===== src/rtl/endpoint_csr_if.sv =====
// Host CSR/cache bus between the host bridge (master) and endpoint_csr (slave).
// Zero-wait CSR responses; cache-window accesses hold while host_request_stall is high.
interface endpoint_csr_if;
    logic [31:0] host_addr;
    logic [31:0] host_wdata;
    logic        host_ren;
    logic        host_wen;
    logic [3:0]  host_strobe;
    logic [31:0] host_rdata;
    logic        host_error;
    logic        host_request_stall;

    modport master (
        output host_addr, host_wdata, host_ren, host_wen, host_strobe,
        input  host_rdata, host_error, host_request_stall
    );

    modport slave (
        input  host_addr, host_wdata, host_ren, host_wen, host_strobe,
        output host_rdata, host_error, host_request_stall
    );
endinterface


===== src/rtl/endpoint_csr.sv =====
// Endpoint CSRs, send-trigger queue, busy/IRQ tracking and TX-cache arbitration; CSRs zero-wait, irq +1 cycle.
// Host cache access yields to the internal reader for at most MAX_WAIT cycles; send queue drains on send_ready.
module endpoint_csr #(
    parameter int NUM_MSGS     = 4,
    parameter int ADDR_WIDTH   = 9,
    parameter int SEND_Q_DEPTH = 4,
    parameter int MAX_WAIT     = 8
) (
    input  logic                           clk,
    input  logic                           n_rst,
    endpoint_csr_if.slave                  host,
    input  logic                           i_int_ren,
    input  logic [ADDR_WIDTH-1:0]          i_int_addr,
    output logic [31:0]                    o_int_rdata,
    output logic                           o_int_stall,
    output logic                           o_mem_ren,
    output logic                           o_mem_wen,
    output logic [ADDR_WIDTH-1:0]          o_mem_addr,
    output logic [31:0]                    o_mem_wdata,
    output logic [3:0]                     o_mem_strobe,
    input  logic [31:0]                    i_mem_rdata,
    input  logic                           i_mem_stall,
    output logic                           o_send_valid,
    output logic [$clog2(NUM_MSGS)-1:0]    o_send_id,
    input  logic                           i_send_ready,
    input  logic                           i_send_done,
    input  logic [$clog2(NUM_MSGS)-1:0]    i_send_done_id,
    output logic [NUM_MSGS*ADDR_WIDTH-1:0] o_pkt_start_addr,
    input  logic                           i_crc_error,
    input  logic                           i_overflow,
    output logic                           o_irq
);
    localparam int ID_W = $clog2(NUM_MSGS);
    localparam int QP_W = $clog2(SEND_Q_DEPTH);
    localparam int QC_W = QP_W + 1;
    localparam int WC_W = $clog2(MAX_WAIT + 1);
    localparam logic [31:0] A_SEND   = 32'h0000_1004;
    localparam logic [31:0] A_STATUS = 32'h0000_1008;
    localparam logic [31:0] A_IRQ_ST = 32'h0000_100C;
    localparam logic [31:0] A_IRQ_EN = 32'h0000_1010;
    localparam logic [31:0] WIN_BASE = 32'h0000_2000;
    localparam logic [31:0] BAD_DATA = 32'hBAD1_BAD1;

    logic [ADDR_WIDTH-1:0] r_pkt_start [NUM_MSGS];
    logic [ID_W-1:0]       r_q [SEND_Q_DEPTH];
    logic [QP_W-1:0]       r_wr_ptr;
    logic [QP_W-1:0]       r_rd_ptr;
    logic [QC_W-1:0]       r_count;
    logic [NUM_MSGS-1:0]   r_busy;
    logic [3:0]            r_irq_status;
    logic [3:0]            r_irq_en;
    logic                  r_irq;
    logic [WC_W-1:0]       r_wait_cnt;

    logic                  w_req, w_wr, w_rd;
    logic                  w_is_pkt, w_is_send, w_is_status, w_is_irq_st, w_is_irq_en, w_is_win;
    logic [ID_W-1:0]       w_pkt_idx;
    logic [ID_W-1:0]       w_send_id;
    logic                  w_send_wr, w_accept, w_reject, w_pop;
    logic                  w_q_full, w_q_empty;
    logic                  w_host_mem, w_host_grant, w_int_grant;
    logic [NUM_MSGS-1:0]   w_busy_nxt;
    logic [3:0]            w_irq_clr, w_irq_set;
    logic [31:0]           w_status;

    assign w_req       = host.host_ren | host.host_wen;
    assign w_wr        = host.host_wen;
    assign w_rd        = host.host_ren & ~host.host_wen;
    assign w_is_pkt    = ((host.host_addr >> (ID_W + 2)) == 32'd0) && (host.host_addr[1:0] == 2'b00);
    assign w_pkt_idx   = host.host_addr[ID_W+1:2];
    assign w_is_send   = (host.host_addr == A_SEND);
    assign w_is_status = (host.host_addr == A_STATUS);
    assign w_is_irq_st = (host.host_addr == A_IRQ_ST);
    assign w_is_irq_en = (host.host_addr == A_IRQ_EN);
    assign w_is_win    = ((host.host_addr >> ADDR_WIDTH) == (WIN_BASE >> ADDR_WIDTH));

    assign w_q_full  = (r_count == QC_W'(SEND_Q_DEPTH));
    assign w_q_empty = (r_count == '0);
    assign w_send_id = host.host_wdata[ID_W-1:0];
    assign w_send_wr = w_wr && w_is_send;
    // Acceptance is judged on pre-edge state, so a same-cycle send_done does not free the slot yet.
    assign w_accept  = w_send_wr && (host.host_wdata < 32'(NUM_MSGS)) && !r_busy[w_send_id] && !w_q_full;
    assign w_reject  = w_send_wr && !w_accept;
    assign w_pop     = o_send_valid && i_send_ready;

    assign o_send_valid = !w_q_empty;
    assign o_send_id    = r_q[r_rd_ptr];
    assign o_irq        = r_irq;

    assign host.host_error = w_req && (!(w_is_pkt || w_is_send || w_is_status || w_is_irq_st ||
                                         w_is_irq_en || w_is_win) ||
                                       (w_wr && w_is_status) || (w_rd && w_is_send) || w_reject);

    assign w_host_mem   = w_req && w_is_win;
    assign w_host_grant = w_host_mem && (!i_int_ren || (r_wait_cnt == WC_W'(MAX_WAIT)));
    assign w_int_grant  = i_int_ren && !w_host_grant;

    assign host.host_request_stall = (w_host_mem && !w_host_grant) || (w_host_grant && i_mem_stall);
    assign o_int_stall = (i_int_ren && w_host_grant) || (w_int_grant && i_mem_stall);
    assign o_int_rdata = w_int_grant ? i_mem_rdata : 32'd0;

    genvar g;
    generate
        for (g = 0; g < NUM_MSGS; g++) begin : g_pkt
            assign o_pkt_start_addr[g*ADDR_WIDTH +: ADDR_WIDTH] = r_pkt_start[g];
        end
    endgenerate

    always_comb begin
        o_mem_ren    = 1'b0;
        o_mem_wen    = 1'b0;
        o_mem_addr   = '0;
        o_mem_wdata  = '0;
        o_mem_strobe = '0;
        if (w_host_grant) begin
            o_mem_ren    = w_rd;
            o_mem_wen    = w_wr;
            o_mem_addr   = host.host_addr[ADDR_WIDTH-1:0];
            o_mem_wdata  = host.host_wdata;
            o_mem_strobe = host.host_strobe;
        end else if (i_int_ren) begin
            o_mem_ren  = 1'b1;
            o_mem_addr = i_int_addr;
        end
    end

    always_comb begin
        w_status                 = '0;
        w_status[NUM_MSGS-1:0]   = r_busy;
        w_status[16]             = w_q_full;
        w_status[17]             = w_q_empty;
    end

    always_comb begin
        host.host_rdata = BAD_DATA;
        if (w_rd) begin
            if (w_is_pkt)          host.host_rdata = 32'(r_pkt_start[w_pkt_idx]);
            else if (w_is_status)  host.host_rdata = w_status;
            else if (w_is_irq_st)  host.host_rdata = 32'(r_irq_status);
            else if (w_is_irq_en)  host.host_rdata = 32'(r_irq_en);
            else if (w_host_grant) host.host_rdata = i_mem_rdata;
        end
    end

    // Clear before set: a send_done and an accepted SEND never target the same slot.
    always_comb begin
        w_busy_nxt = r_busy;
        if (i_send_done) w_busy_nxt[i_send_done_id] = 1'b0;
        if (w_accept)    w_busy_nxt[w_send_id] = 1'b1;
    end

    assign w_irq_clr = (w_wr && w_is_irq_st) ? host.host_wdata[3:0] : 4'd0;
    assign w_irq_set = {w_reject, i_send_done, i_overflow, i_crc_error};

    always_ff @(posedge clk or negedge n_rst) begin
        if (!n_rst) begin
            for (int i = 0; i < NUM_MSGS; i++) r_pkt_start[i] <= '0;
            for (int i = 0; i < SEND_Q_DEPTH; i++) r_q[i] <= '0;
            r_wr_ptr     <= '0;
            r_rd_ptr     <= '0;
            r_count      <= '0;
            r_busy       <= '0;
            r_irq_status <= '0;
            r_irq_en     <= '0;
            r_irq        <= 1'b0;
            r_wait_cnt   <= '0;
        end else begin
            if (w_wr && w_is_pkt)
                r_pkt_start[w_pkt_idx] <= {host.host_wdata[ADDR_WIDTH-1:2], 2'b00};
            if (w_wr && w_is_irq_en)
                r_irq_en <= host.host_wdata[3:0];
            r_irq_status <= (r_irq_status & ~w_irq_clr) | w_irq_set;
            r_irq        <= |(r_irq_status & r_irq_en);
            r_busy       <= w_busy_nxt;
            if (w_accept) begin
                r_q[r_wr_ptr] <= w_send_id;
                r_wr_ptr      <= r_wr_ptr + 1'b1;
            end
            if (w_pop)
                r_rd_ptr <= r_rd_ptr + 1'b1;
            case ({w_accept, w_pop})
                2'b10:   r_count <= r_count + 1'b1;
                2'b01:   r_count <= r_count - 1'b1;
                default: r_count <= r_count;
            endcase
            if (w_host_mem && !w_host_grant)
                r_wait_cnt <= r_wait_cnt + 1'b1;
            else
                r_wait_cnt <= '0;
        end
    end
endmodule

===== src/flat_wrapper.sv =====
// flat-port wrapper written by rule: the top's interface ports become plain ports
module endpoint_csr_flat 
#(
    parameter int NUM_MSGS     = 4,
    parameter int ADDR_WIDTH   = 9,
    parameter int SEND_Q_DEPTH = 4,
    parameter int MAX_WAIT     = 8
)
  (clk, n_rst, i_int_ren, i_int_addr, o_int_rdata, o_int_stall, o_mem_ren, o_mem_wen, o_mem_addr, o_mem_wdata, o_mem_strobe, i_mem_rdata, i_mem_stall, o_send_valid, o_send_id, i_send_ready, i_send_done, i_send_done_id, o_pkt_start_addr, i_crc_error, i_overflow, o_irq, host_host_addr, host_host_wdata, host_host_ren, host_host_wen, host_host_strobe, host_host_rdata, host_host_error, host_host_request_stall);
  endpoint_csr_if host_i ();
  input  logic clk;
  input  logic n_rst;
  input  logic i_int_ren;
  input  logic [ADDR_WIDTH-1:0] i_int_addr;
  output logic [31:0] o_int_rdata;
  output logic o_int_stall;
  output logic o_mem_ren;
  output logic o_mem_wen;
  output logic [ADDR_WIDTH-1:0] o_mem_addr;
  output logic [31:0] o_mem_wdata;
  output logic [3:0] o_mem_strobe;
  input  logic [31:0] i_mem_rdata;
  input  logic i_mem_stall;
  output logic o_send_valid;
  output logic [$clog2(NUM_MSGS)-1:0] o_send_id;
  input  logic i_send_ready;
  input  logic i_send_done;
  input  logic [$clog2(NUM_MSGS)-1:0] i_send_done_id;
  output logic [NUM_MSGS*ADDR_WIDTH-1:0] o_pkt_start_addr;
  input  logic i_crc_error;
  input  logic i_overflow;
  output logic o_irq;
  input wire logic [$bits(host_i.host_addr)-1:0] host_host_addr;
  input wire logic [$bits(host_i.host_wdata)-1:0] host_host_wdata;
  input wire logic [$bits(host_i.host_ren)-1:0] host_host_ren;
  input wire logic [$bits(host_i.host_wen)-1:0] host_host_wen;
  input wire logic [$bits(host_i.host_strobe)-1:0] host_host_strobe;
  output wire logic [$bits(host_i.host_rdata)-1:0] host_host_rdata;
  output wire logic [$bits(host_i.host_error)-1:0] host_host_error;
  output wire logic [$bits(host_i.host_request_stall)-1:0] host_host_request_stall;
  assign host_i.host_addr = host_host_addr;
  assign host_i.host_wdata = host_host_wdata;
  assign host_i.host_ren = host_host_ren;
  assign host_i.host_wen = host_host_wen;
  assign host_i.host_strobe = host_host_strobe;
  assign host_host_rdata = host_i.host_rdata;
  assign host_host_error = host_i.host_error;
  assign host_host_request_stall = host_i.host_request_stall;
  endpoint_csr #(.NUM_MSGS(NUM_MSGS), .ADDR_WIDTH(ADDR_WIDTH), .SEND_Q_DEPTH(SEND_Q_DEPTH), .MAX_WAIT(MAX_WAIT)) u_core (.clk(clk), .n_rst(n_rst), .host(host_i), .i_int_ren(i_int_ren), .i_int_addr(i_int_addr), .o_int_rdata(o_int_rdata), .o_int_stall(o_int_stall), .o_mem_ren(o_mem_ren), .o_mem_wen(o_mem_wen), .o_mem_addr(o_mem_addr), .o_mem_wdata(o_mem_wdata), .o_mem_strobe(o_mem_strobe), .i_mem_rdata(i_mem_rdata), .i_mem_stall(i_mem_stall), .o_send_valid(o_send_valid), .o_send_id(o_send_id), .i_send_ready(i_send_ready), .i_send_done(i_send_done), .i_send_done_id(i_send_done_id), .o_pkt_start_addr(o_pkt_start_addr), .i_crc_error(i_crc_error), .i_overflow(i_overflow), .o_irq(o_irq));
endmodule

===== config.mk =====
export PLATFORM = sky130hd
export DESIGN_NAME = endpoint_csr_flat
export DESIGN_NICKNAME = d
export VERILOG_FILES = /design/src/rtl/endpoint_csr_if.sv /design/src/rtl/endpoint_csr.sv /design/src/flat_wrapper.sv
export SDC_FILE = /design/constraint.sdc
export NUM_CORES = 1
export LEC_CHECK = 0
export ABC_AREA = 1
export CAP_MARGIN = 15
export CELL_PAD_IN_SITES_DETAIL_PLACEMENT = 1
export CELL_PAD_IN_SITES_GLOBAL_PLACEMENT = 1
export CORE_UTILIZATION = 27
export CTS_CLUSTER_DIAMETER = 80
export DETAILED_ROUTE_END_ITERATION = 7
export MAX_ROUTING_LAYER = met4
export PLACE_DENSITY_LB_ADDON = 0.15
export SYNTH_ARGS = -nofsm -noshare
export SYNTH_HDL_FRONTEND = slang
export SYNTH_SLANG_ARGS = --single-unit

===== constraint.sdc =====
create_clock -name clk -period 5.9 [get_ports clk]
set_input_delay 1.475 -clock clk [delete_from_list [all_inputs] [get_ports clk]]
set_output_delay 1.475 -clock clk [all_outputs]
set_load 0.02 [all_outputs]

==> results.md <==
- Routed wire length: 20.9 mm
- Share of cells above drive strength 1: 8.72%
- Final Max Tran Viols: 0
- Final net count: 1133
- CP Launch Type: primary input
- DP Wirelength: 17.1 mm
- Number of vias per cell: 4.58
- Floorplan core area: 17300 um2
- Tcrit/Tclk final: 94.1%
- Cell type with the largest total area after synthesis: dfrtp_1
- H-tree depth: 3
- CTS Buffer Depth: 2
- Setup TNS: 0 ns
- Pre-antenna DRT Iters: 5
- Worst-Skew Late Latency: 0.34 ns
- Die area: 18200 um2
- CTS Sinks: 60
- Syn-to-layout area delta: 66.7%
- LEAKAGE: 3.75 nW
- CTS tree: done
- Yosys reg bits: 60
- Clk_skew: 0.00858 ns
- R2R depth: 14
- Ports: 275
- CP required: 4.43 ns
- Hold Buf Count CTS: 0
- Post-route cell area: 7960 um2
- DRC: 0
- Post-synth EDFFs: 0
- Initial antenna violation count: 1
- Multi-input gate area: 2600 um2
- Area contributors post-synth: dfrtp_1 (31%), nor2_1 (13%), nand2_1 (11%)
- Dpl cell area: 7620 um2
- F_max: 180 MHz
- Hold Crit Class: reg -> reg
- TritonCTS Buffers: 9
- Worst-path clk slew: 0.05 ns
- Post-synthesis instance area: 4770 um2
- Grt ovf: 0
- CP endpoint kind: output pin
- Vias in the first global route: 5780
- VDD IR-drop max: 0.0886 mV
- P per Cell Area: 175 nW/um2
- Status: complete, no violations
- Fillers: 2198
- RSZ-0062 raised after global routing: false
- Library cells used by synthesis: 39
- Placed cells: 1218
- Total GRT Usage: 23.9%
- Hold path depth: 2
- Commonest register cell after synthesis: dfrtp_1
- Arr. time, crit path: 4.08 ns
- Average cell area after synthesis: 6.50 um2
- Slew @ Worst Pin: 0.796 ns
- Via Count: 5659
- Worst setup path class: in -> out
- Largest net degree at the start of global routing: 61
- Seq/Total Area, Yosys: 31.4%
- FP Rows: 48
- Chip height: 135 um
- Cells after Synth: 735
- Max Cap Viol: 0
- First-pass GRT wire length: 31.8 mm
- Min Clock Period, post-route: 5.55 ns
- Total power: 1.40 mW
- Reg2reg setup slack: 3.44 ns
- Final Hold Fails: 0
- Starting Density: 27.6%
- Yosys warns: 0
- Async set-reset flop share out of synthesis: 100%
- Post-CTS Setup Bufs: 0
- Crit-path max FO: 13
- Synth top cells by count: nor2_1 (169), nand2_1 (143), inv_1 (118)
- Non-filler instance count after layout: 1235
- Sequential cell area: 1500 um2
- GPL Wtd Cong: 0.855
- Most numerous cell in the Yosys netlist: nor2_1
- Detail Route Antenna Nets: 0
- Width of the die: 135 um
- Input/output buffers: 266
- # resized after CTS: 0
- Final setup viols: 0
- WL per Instance: 16.9 um
- Max transition margin: 46.9%
- Root Buffer: clkbuf_16
- Iteration-0 DRC Markers: 188
- Share of the synthesized area in the top cell type: 31.4%
==> metrics by stage <==
stage          hold WS, ns  util, %  setup slack, ns
6_report             0.472     46.0            0.348
5_1_grt              0.493     46.0           0.0948
4_1_cts              0.480     46.0            0.304
3_5_place_dp         0.466     44.1            0.314
3_3_place_gp         0.462     44.1            0.342
2_1_floorplan        0.443        -             1.46
==> sequential cells by signal (all words and copies together) (netlist names) <==
name	count
u_core.r_q	8
u_core.r_count	3
u_core.o_pkt_start_addr	28
u_core.r_irq_en	4
u_core.r_irq_status	4
u_core.r_wr_ptr	2
u_core.r_rd_ptr	2
u_core.r_busy	4
u_core.o_irq	1
u_core.r_wait_cnt	4
==> worst paths after layout <==
path	end	startpoint
min in group asynchronous	u_core.r_wait_cnt[0]$_DFF_PN0_	n_rst
setup / recovery	host_host_rdata[9]	host_host_addr[8]
setup reg to reg	u_core.r_count[2]$_DFFE_PN0P_	u_core.r_count[0]$_DFFE_PN0P_
hold reg to reg	u_core.r_q[4]$_DFFE_PN0P_	u_core.r_q[4]$_DFFE_PN0P_
hold / removal	u_core.r_q[4]$_DFFE_PN0P_	u_core.r_q[4]$_DFFE_PN0P_
max in group asynchronous	u_core.o_pkt_start_addr[4]$_DFFE_PN0P_	n_rst
==> placed cells by master, fill, tap and decap left out, drive strengths merged, types with 3 or more instances in the layout <==
master / n
clkdlybuf4s50: 263
nor2: 190
nand2: 155
inv: 126
o21ai: 62
dfrtp: 60
nand3: 36
nand4: 17
buf: 15
a21oi: 14
clkbuf: 11
nor3: 10
o22ai: 9
conb: 8
ha: 7
a22oi: 5
xor2: 4
o21bai: 3
==> report_power, final <==
group | internal [mW] | total (mW) | switching (mW)
logic | 0.169 | 0.363 | 0.195
clock network | 0.393 | 0.585 | 0.192
registers | 0.430 | 0.448 | 0.0177
total | 0.992 | 1.40 | 0.404
==> critical path, cell delays in order <==
cell             delay [ns]
clkdlybuf4s50_1        0.46
nor2_1                 0.14
nand2_1                0.10
nor2_2                 0.33
nand3_1                0.14
nor2_1                 0.25
nor2_1                 0.12
nand3_2                0.12
nand2_2                0.06
inv_2                  0.25
nor2_1                 0.07
clkdlybuf4s50_1        0.56
==> metal layers <==
layer / part of all wire (%) / routed length (um) / vias up / track usage, %
li1: - / - / 2803 / -
met1: 42 / 8770 / 2630 / 27.5
met2: 49 / 10300 / 202 / 41.6
met3: 6.3 / 1310 / 24 / 4.28
met4: 2.4 / 498 / 0 / 7.87
met5: 0 / 0 / - / -
==> area by class of cell <==
class | instances | share of cell area (%)
Sequential cell | 60 | 18.9
Antenna cell | 1 | 0.0314
Clock inverter | 5 | 1.05
Tap cell | 225 | 3.54
Multi-Input combinational cell | 528 | 32.7
Timing Repair Buffer | 278 | 34.6
Inverter | 127 | 6.02
Clock buffer | 11 | 3.18
==> cells by family after synthesis <==
group,after synthesis,share of synthesized area (%)
and+or+nand+nor,411,39.0
buffers and inverters,154,14.6
DFF,60,31.4
adders and majority gates,8,2.25
AOI/OAI and AO/OA,95,11.5
other,1,0.0785
xor gates and xnor gates,6,1.10
No activity file was read; power rests on OpenSTA's default activity.
